### src/rtl/nic_mac_pkg.sv
// Shared definitions for the NIC-side MAC bring-up block: state encoding,
// status width and default timing constants.
package nic_mac_pkg;

  localparam int STATUS_W = 3;

  // Default timing, in clk cycles.
  localparam int DEF_RESET_HOLD_CYCLES  = 16;
  localparam int DEF_LINK_STABLE_CYCLES = 1024;
  localparam int DEF_DRAIN_TIMEOUT      = 4096;
  localparam int DEF_CNT_W              = 16;

  // The encoding is visible to software through MAC_STATUS, so values are fixed.
  typedef enum logic [STATUS_W-1:0] {
    ST_OFF       = 3'd0,
    ST_HOLD      = 3'd1,
    ST_WAIT_LINK = 3'd2,
    ST_READY     = 3'd3,
    ST_DRAIN     = 3'd4
  } mac_state_e;

  // Largest of three values; sizes the shared cycle counter.
  function automatic int max3(input int a, input int b, input int c);
    int m;
    m = (a > b) ? a : b;
    return (m > c) ? m : c;
  endfunction

endpackage

### src/rtl/nic_mac_sync2.sv
// Generic two-flop synchronizer for level signals crossing into the clk domain.
module nic_mac_sync2 #(
  parameter int WIDTH = 1
) (
  input  logic             clk,
  input  logic             reset,
  input  logic [WIDTH-1:0] d,
  output logic [WIDTH-1:0] q
);

  logic [WIDTH-1:0] meta_q;
  logic [WIDTH-1:0] sync_q;

  // Two back-to-back flops give the first stage a full cycle to resolve.
  always_ff @(posedge clk) begin
    if (reset) begin
      meta_q <= '0;
      sync_q <= '0;
    end else begin
      meta_q <= d;
      sync_q <= meta_q;
    end
  end

  assign q = sync_q;

endmodule

### src/rtl/nic_mac_link_ready.sv
// MAC bring-up and link qualification. Owns the MAC reset, releases it after a
// hold period once the NIC enables the MAC, qualifies link-up over a stability
// window before raising MAC_READY, and drains transmit before re-asserting
// reset on disable. All outputs come straight from flops.
module nic_mac_link_ready
  import nic_mac_pkg::*;
#(
  parameter int RESET_HOLD_CYCLES  = DEF_RESET_HOLD_CYCLES,
  parameter int LINK_STABLE_CYCLES = DEF_LINK_STABLE_CYCLES,
  parameter int DRAIN_TIMEOUT      = DEF_DRAIN_TIMEOUT,
  parameter int CNT_W              = DEF_CNT_W
) (
  input  logic                clk,
  input  logic                reset,
  input  logic                ENABLE_MAC,
  input  logic                mac_link_up,
  input  logic                tx_busy,
  output logic                mac_reset,
  output logic                MAC_READY,
  output logic [STATUS_W-1:0] MAC_STATUS,
  output logic [CNT_W-1:0]    link_drop_count,
  output logic                drain_timeout
);

  // One counter serves hold, link-stability and drain timing; only one is live at a time.
  localparam int TIMER_W = $clog2(max3(RESET_HOLD_CYCLES, LINK_STABLE_CYCLES, DRAIN_TIMEOUT)) + 1;

  // Terminal counts: the transition happens on the edge that completes the Nth cycle.
  localparam logic [TIMER_W-1:0] HOLD_LAST   = TIMER_W'(RESET_HOLD_CYCLES - 1);
  localparam logic [TIMER_W-1:0] STABLE_LAST = TIMER_W'(LINK_STABLE_CYCLES - 1);
  localparam logic [TIMER_W-1:0] DRAIN_LAST  = TIMER_W'(DRAIN_TIMEOUT - 1);

  mac_state_e         state_q, state_d;
  logic [TIMER_W-1:0] cnt_q, cnt_d;
  logic [CNT_W-1:0]   drop_q, drop_d;
  logic               dto_q, dto_d;
  logic               mac_reset_q, mac_reset_d;
  logic               ready_q, ready_d;
  logic               link_s;

  nic_mac_sync2 #(
    .WIDTH(1)
  ) u_link_sync (
    .clk  (clk),
    .reset(reset),
    .d    (mac_link_up),
    .q    (link_s)
  );

  // State, counters and registered outputs.
  always_ff @(posedge clk) begin
    // NOTE: sequential state uses non-blocking assignments so every flop samples
    // pre-edge values regardless of statement order.
    if (reset) begin
      state_q     <= ST_OFF;
      cnt_q       <= '0;
      drop_q      <= '0;
      dto_q       <= 1'b0;
      mac_reset_q <= 1'b1;
      ready_q     <= 1'b0;
    end else begin
      state_q     <= state_d;
      cnt_q       <= cnt_d;
      drop_q      <= drop_d;
      dto_q       <= dto_d;
      mac_reset_q <= mac_reset_d;
      ready_q     <= ready_d;
    end
  end

  // Next-state, counter and status-flag logic.
  always_comb begin
    // NOTE: defaults first so no branch leaves a signal unassigned, which would infer a latch.
    state_d = state_q;
    cnt_d   = cnt_q;
    drop_d  = drop_q;
    dto_d   = dto_q;

    case (state_q)
      ST_OFF: begin
        if (ENABLE_MAC) begin
          state_d = ST_HOLD;
          cnt_d   = '0;
          dto_d   = 1'b0;
        end
      end

      ST_HOLD: begin
        if (!ENABLE_MAC) begin
          state_d = ST_OFF;
          cnt_d   = '0;
        end else if (cnt_q == HOLD_LAST) begin
          state_d = ST_WAIT_LINK;
          cnt_d   = '0;
        end else begin
          cnt_d = cnt_q + TIMER_W'(1);
        end
      end

      ST_WAIT_LINK: begin
        if (!ENABLE_MAC) begin
          state_d = ST_OFF;
          cnt_d   = '0;
        end else if (!link_s) begin
          // Any dropout restarts qualification from zero.
          cnt_d = '0;
        end else if (cnt_q == STABLE_LAST) begin
          state_d = ST_READY;
          cnt_d   = '0;
        end else begin
          cnt_d = cnt_q + TIMER_W'(1);
        end
      end

      ST_READY: begin
        // Disable wins over a coincident link loss; that loss is not counted.
        if (!ENABLE_MAC) begin
          state_d = ST_DRAIN;
          cnt_d   = '0;
        end else if (!link_s) begin
          state_d = ST_WAIT_LINK;
          cnt_d   = '0;
          if (drop_q != '1) begin
            drop_d = drop_q + CNT_W'(1);
          end
        end
      end

      ST_DRAIN: begin
        // Enable and link are ignored here; DRAIN always finishes to OFF.
        if (!tx_busy) begin
          state_d = ST_OFF;
          cnt_d   = '0;
        end else if (cnt_q == DRAIN_LAST) begin
          state_d = ST_OFF;
          cnt_d   = '0;
          dto_d   = 1'b1;
        end else begin
          cnt_d = cnt_q + TIMER_W'(1);
        end
      end

      default: begin
        state_d = ST_OFF;
        cnt_d   = '0;
      end
    endcase
  end

  // Output decode from the next state, so registered outputs track the state register.
  always_comb begin
    mac_reset_d = (state_d == ST_OFF) || (state_d == ST_HOLD);
    ready_d     = (state_d == ST_READY);
  end

  assign mac_reset       = mac_reset_q;
  assign MAC_READY       = ready_q;
  assign MAC_STATUS      = state_q;
  assign link_drop_count = drop_q;
  assign drain_timeout   = dto_q;

endmodule
### config.mk
export PLATFORM = sky130hd
export DESIGN_NAME = nic_mac_link_ready
export DESIGN_NICKNAME = d
export VERILOG_FILES = /design/src/rtl/nic_mac_pkg.sv /design/src/rtl/nic_mac_sync2.sv /design/src/rtl/nic_mac_link_ready.sv
export SDC_FILE = /design/constraint.sdc
export NUM_CORES = 1
export LEC_CHECK = 0
export CAP_MARGIN = 20
export CORE_MARGIN = 3
export CORE_UTILIZATION = 40
export DETAILED_ROUTE_END_ITERATION = 10
export PLACE_DENSITY = 0.65
export SETUP_SLACK_MARGIN = 0.15
export SKIP_CTS_REPAIR_TIMING = 1
export SYNTH_ARGS = -nofsm -noshare
export SYNTH_HDL_FRONTEND = slang
export SYNTH_SLANG_ARGS = --single-unit
### constraint.sdc
create_clock -name clk -period 2.35 [get_ports clk]
set_clock_uncertainty 0.2 [all_clocks]
set_input_delay 0.235 -clock clk [delete_from_list [all_inputs] [get_ports clk]]
set_output_delay 0.235 -clock clk [all_outputs]
set_load 0.01 [all_outputs]
---- After elaboration in Yosys (flattened, before gate mapping) ----
Cells that the tools add are included.
operators by class
  bitwise operators ....................... 1
  muxes and demuxes ....................... 26
  reductions and logical operators ........ 7
  eq/ne operators ......................... 14
  add/subtract/negate cells ............... 2
operators by type and width
  kind                     count
  $mux W13                 10
  $pmux W13 S5             1
  $mux W3                  10
  $add A16 B1 Y16 const B  1
  $ne A16 B16 Y1 const B   1
  $pmux W3 S5              1
  $add A13 B1 Y13 const B  1
  $eq A13 B10 Y1 const B   1
  $eq A13 B12 Y1 const B   1
  $eq A13 B4 Y1 const B    1
  $eq A3 B2 Y1 const B     3
  $reduce_and A4 Y1        2
  $eq A3 B1 Y1 const B     2
  $logic_not A3 Y1         2
  $ne A2 B2 Y1 const B     3
  $eq A3 B3 Y1 const B     1
  $mux W1                  3
  $ne A3 B3 Y1 const B     1
  $pmux W1 S2              1
  $reduce_and A2 Y1        1
  $reduce_bool A2 Y1       1
  $logic_or A1 B1 Y1       1
  $not A1 Y1               1
word-level totals
  input port bits ......................... 5
  output and inout port bits .............. 22
  register bits after elaboration ......... 37

---- Logic depth before layout (Yosys ltp) ----
  word-level depth ........................ 7
  depth in mapped cells ................... 7
  mapped depth without buffers ............ 6

---- Cells and area by module ----
Synthesis repeated with hierarchy kept, for this count alone.
second synthesis, totals
  cell total of the unflattened synthesis .. 205
  area, all modules ....................... 1784.2 µm²
modules (own cells, without submodules)
  module              area each (µm²)  seq. area each (µm²)  cells an instance  instances
  nic_mac_link_ready  1731.7           700.7                 201                1
  nic_mac_sync2       52.6             40.0                  4                  1

---- Worst setup path before layout ----
No wires, ideal clock.
  path kind ............................... reg-to-reg
  start ................................... reg drop_q[0] (netlist: link_drop_count[0])
  end ..................................... reg drop_q[11] (netlist: link_drop_count[11])
  path slack .............................. 0.279 ns
  setup time .............................. 0.128 ns
  stages on the path, launching flop included .. 8
  arrival time ............................ 1.743 ns
  clock period less this slack ............ 2.071 ns
  required time ........................... 2.022 ns
  cell sequence ........................... dfxtp_1 ha_1 nand2_1 nor3_1 buf_2 and4b_1 xnor2_1 nor2_1
on the way
  cells in the longest elaborated chain, start to end .. 2
ends and longest elaborated chain
  item                                                                     line                      source
  from (decl)                                                              nic_mac_link_ready.sv:35  logic [CNT_W-1:0] drop_q, drop_d;
  from (signal assigned)                                                   nic_mac_link_ready.sv:64  drop_q <= drop_d;
  parallel branches: the longest is 2 deep, another holds $add A16 B1 Y16  --
Parallel ways; which one is timed is not known.
A chain may end at the register's enable or synchronous reset.

---- Worst setup path after layout ----
  start ................................... reg cnt_q[9]
  end ..................................... reg cnt_q[6]
on the way
  cells in the longest elaborated chain, start to end .. 5
ends and longest elaborated chain
  item                    line                       source
  from (decl)             nic_mac_link_ready.sv:34   logic [TIMER_W-1:0] cnt_q, cnt_d;
  from (signal assigned)  nic_mac_link_ready.sv:63   cnt_q <= cnt_d;
  $eq A13 B10 Y1          nic_mac_link_ready.sv:107  end else if (cnt_q == STABLE_LAST) begin
  $mux W13                nic_mac_link_ready.sv:107
  $mux W13                nic_mac_link_ready.sv:104  end else if (!link_s) begin
  $mux W13                nic_mac_link_ready.sv:101  if (!ENABLE_MAC) begin
  $pmux W13 S5 *          nic_mac_link_ready.sv:79   case (state_q)
Every way passes the cells marked *; elsewhere a longest branch is shown, timed or not.

==> metrics.txt <==
Total GRT Usage 15.4%; DRC viols 0; crit path kind register to register; routability congestion estimate 0.844; Synth Flop Type dfxtp_1; DR vias 1648; required time of the worst setup path 2.34 ns; final net count 257; P_leak 0.000818 uW; FF-to-FF path depth 6; mean number of vias per cell 5.44; Slew HR 63.5%; Final Cell Area 0.00241 mm^2; VDD IR max 0.261 mV; FFs w/ async S/R, synth 0%; post-synthesis register bit count 37; Root Buffer Master clkbuf_8; Largest stage delay, worst path 0.41 ns; Layout area overhead 25.2%; Cells after Synth 212; initial antenna violation count 0; flop2flop setup slack 0.26 ns; reg2reg start cnt_q[9]; YS warnings 0; clock sink count 37; Clk pin slew, worst setup/hold paths 0.08 ns; Critical Path Fanout Max 8; diode count 0; crit path cell chain nor4_1, a21oi_1, o31a_4, o31ai_4, buf_4, nor2_1; Setup WS post-layout 0.260 ns; initial core utilization 42.7%; clk buf depth 2; combinational family with the most area after synthesis simple AND/OR/NAND/NOR gates; drt initial violations 113; Setup WS pre-CTS 0.0877 ns; global route overflow 0; register area share after synthesis 38.5%; final number of max-transition violations 0; Final Hold Fails 0; crit path from cnt_q[9]; FF-to-FF End cnt_q[6]; Tcrit/Tclk final 88.9%; # port buffers 26; global-route wire length before repair 6640 um; Placed Instance Area 0.00230 mm^2; Slew @ Worst Pin 0.545 ns; crit end category register; cell area after synthesis 0.00192 mm^2; Synth Area in Compound Gates 15.5%; pin count of the biggest net entering global routing 15; Layout fillers 422; RSZ-0062 raised after global routing false; syn avg cell area 9.07 um^2; Avg WL per Cell 13.6 um; Die Area 0.00568 mm^2; Die Y 75.3 um; minimum clock period 2.09 ns; Synth Area in XOR/XNOR 9.56%; Post-Syn Nets 219; vias in the first global route 1413; final setup fails 0; slowest stage cell, crit path nor4_1; Yosys cell types 55; # IOs 27; Die Wd 75.3 um; HP Class register to register; Worst Setup Start Kind register; critical path arrival 2.08 ns; Detail Placement HPWL 3070 um; Skew-Pair Late Insertion Delay 0.29 ns; fmax 0.478 GHz; Synth Area in Simple Gates 30.6%; Rows 24; Worst Setup EP cnt_q[6]; core box area 0.00450 mm^2; CTS tree built; fraction of layout cells with a size suffix above 1 17.5%; antenna viol nets, final 0; proportion of synthesized area in mux cells 0.520%; Routed WL 4130 um; run status completed; PwrDens 469 mW/mm^2; adder-cell share of the synthesized area 1.30%; TritonCTS buffer count 5; # H-tree levels 2; Pre-antenna DRT Iters 4; number of max-cap violations 0; Sum Neg Setup Slack 0 ns; Post-synth EDFFs 0
registers in the layout, summed over array words and instances (netlist names):
register / count
link_drop_count: 16
MAC_STATUS: 3
cnt_q: 13
u_link_sync.meta_q: 1
mac_reset: 1
u_link_sync.q: 1
drain_timeout: 1
MAC_READY: 1
kinds of logic after synthesis:
logic type,Yosys count
and+or+nand+nor,99
DFF,37
AOI/OAI and AO/OA,36
xor gates and xnor gates,21
buffers and inverters,16
adders and majority gates,2
muxes,1
cell usage in the layout (no fill, tap or decap), drive strengths merged, types with 3 or more instances in the layout:
cell / n
a211oi: 6
or2: 4
a21oi: 9
dfxtp: 37
clkdlybuf4s50: 26
inv: 6
nand2: 11
and2: 4
xor2: 4
nor4: 6
and3: 4
or3: 3
buf: 15
nand4: 8
xnor2: 17
clkbuf: 6
nor2: 28
nand3: 9
nor3: 7
or4: 3
stage by stage:
step	power (uW)	hold slack [ns]	util [%]	instances
finish	1130	0.252	53.4	303
global route	1170	0.272	53.4	303
CTS	1130	0.249	52.9	302
detailed placement	711	0.233	51.1	294
global placement	710	0.252	51.1	294
floorplan	685	0.151	-	212
per-layer routing:
| layer | share of wire, % | track usage [%] | up-vias |
|---|---|---|---|
| li1 | - | - | 852 |
| met1 | 49 | 21.4 | 759 |
| met2 | 46 | 22.7 | 32 |
| met3 | 3.8 | 3.56 | 5 |
| met4 | 1.3 | 6.80 | 0 |
| met5 | 0 | 0 | - |
synth_stat cells (4+ instances only):
| cell | instances | area share (%) |
|---|---|---|
| a211oi_1 | 6 | 2.3 |
| a21oi_1 | 8 | 2.1 |
| and2_1 | 4 | 1.3 |
| buf_2 | 4 | 1.0 |
| clkbuf_1 | 4 | 0.78 |
| dfxtp_1 | 37 | 39 |
| inv_1 | 6 | 1.2 |
| nand2_1 | 11 | 2.1 |
| nand3_1 | 8 | 2.1 |
| nand4_1 | 8 | 2.6 |
| nor2_1 | 28 | 5.5 |
| nor3_1 | 7 | 1.8 |
| nor4_1 | 4 | 1.3 |
| xnor2_1 | 17 | 7.7 |
| xor2_1 | 4 | 1.8 |
final cells by class:
class                   count  area (um^2)  area share [%]
clock inverters             2         10.0           0.416
well taps                  52         65.1            2.70
multi-input cells         159         1120            46.5
repair buffers             41          373            15.5
clock buffers               6         72.6            3.01
flip-flops and latches     37          744            30.9
inverters                   6         22.5           0.936
worst max-delay path, delay by kind of cell, from the launching register on:
kind	cells	cell delay (ns)
compound gates	3	0.77
buf+inv	1	0.18
flops	1	0.36
simple gates	2	0.46
how the worst min path moves through the flow:
stage / startpoint / end / slack, ns / cells past startpoint
after floorplan: ENABLE_MAC / drain_timeout / 0.15 / 1
after global placement: u_link_sync.meta_q / u_link_sync.q / 0.25 / 1
after detailed placement: u_link_sync.meta_q / u_link_sync.q / 0.23 / 1
after CTS: u_link_sync.meta_q / u_link_sync.q / 0.25 / 1
after global routing: u_link_sync.meta_q / u_link_sync.q / 0.27 / 1
final: u_link_sync.meta_q / u_link_sync.q / 0.25 / 1
power breakdown:
group	switching (uW)	internal (uW)
logic	32.2	29.7
clock network	227	206
registers	5.35	630
total	264	866
Note: power is estimated with default switching activity, not from simulation.
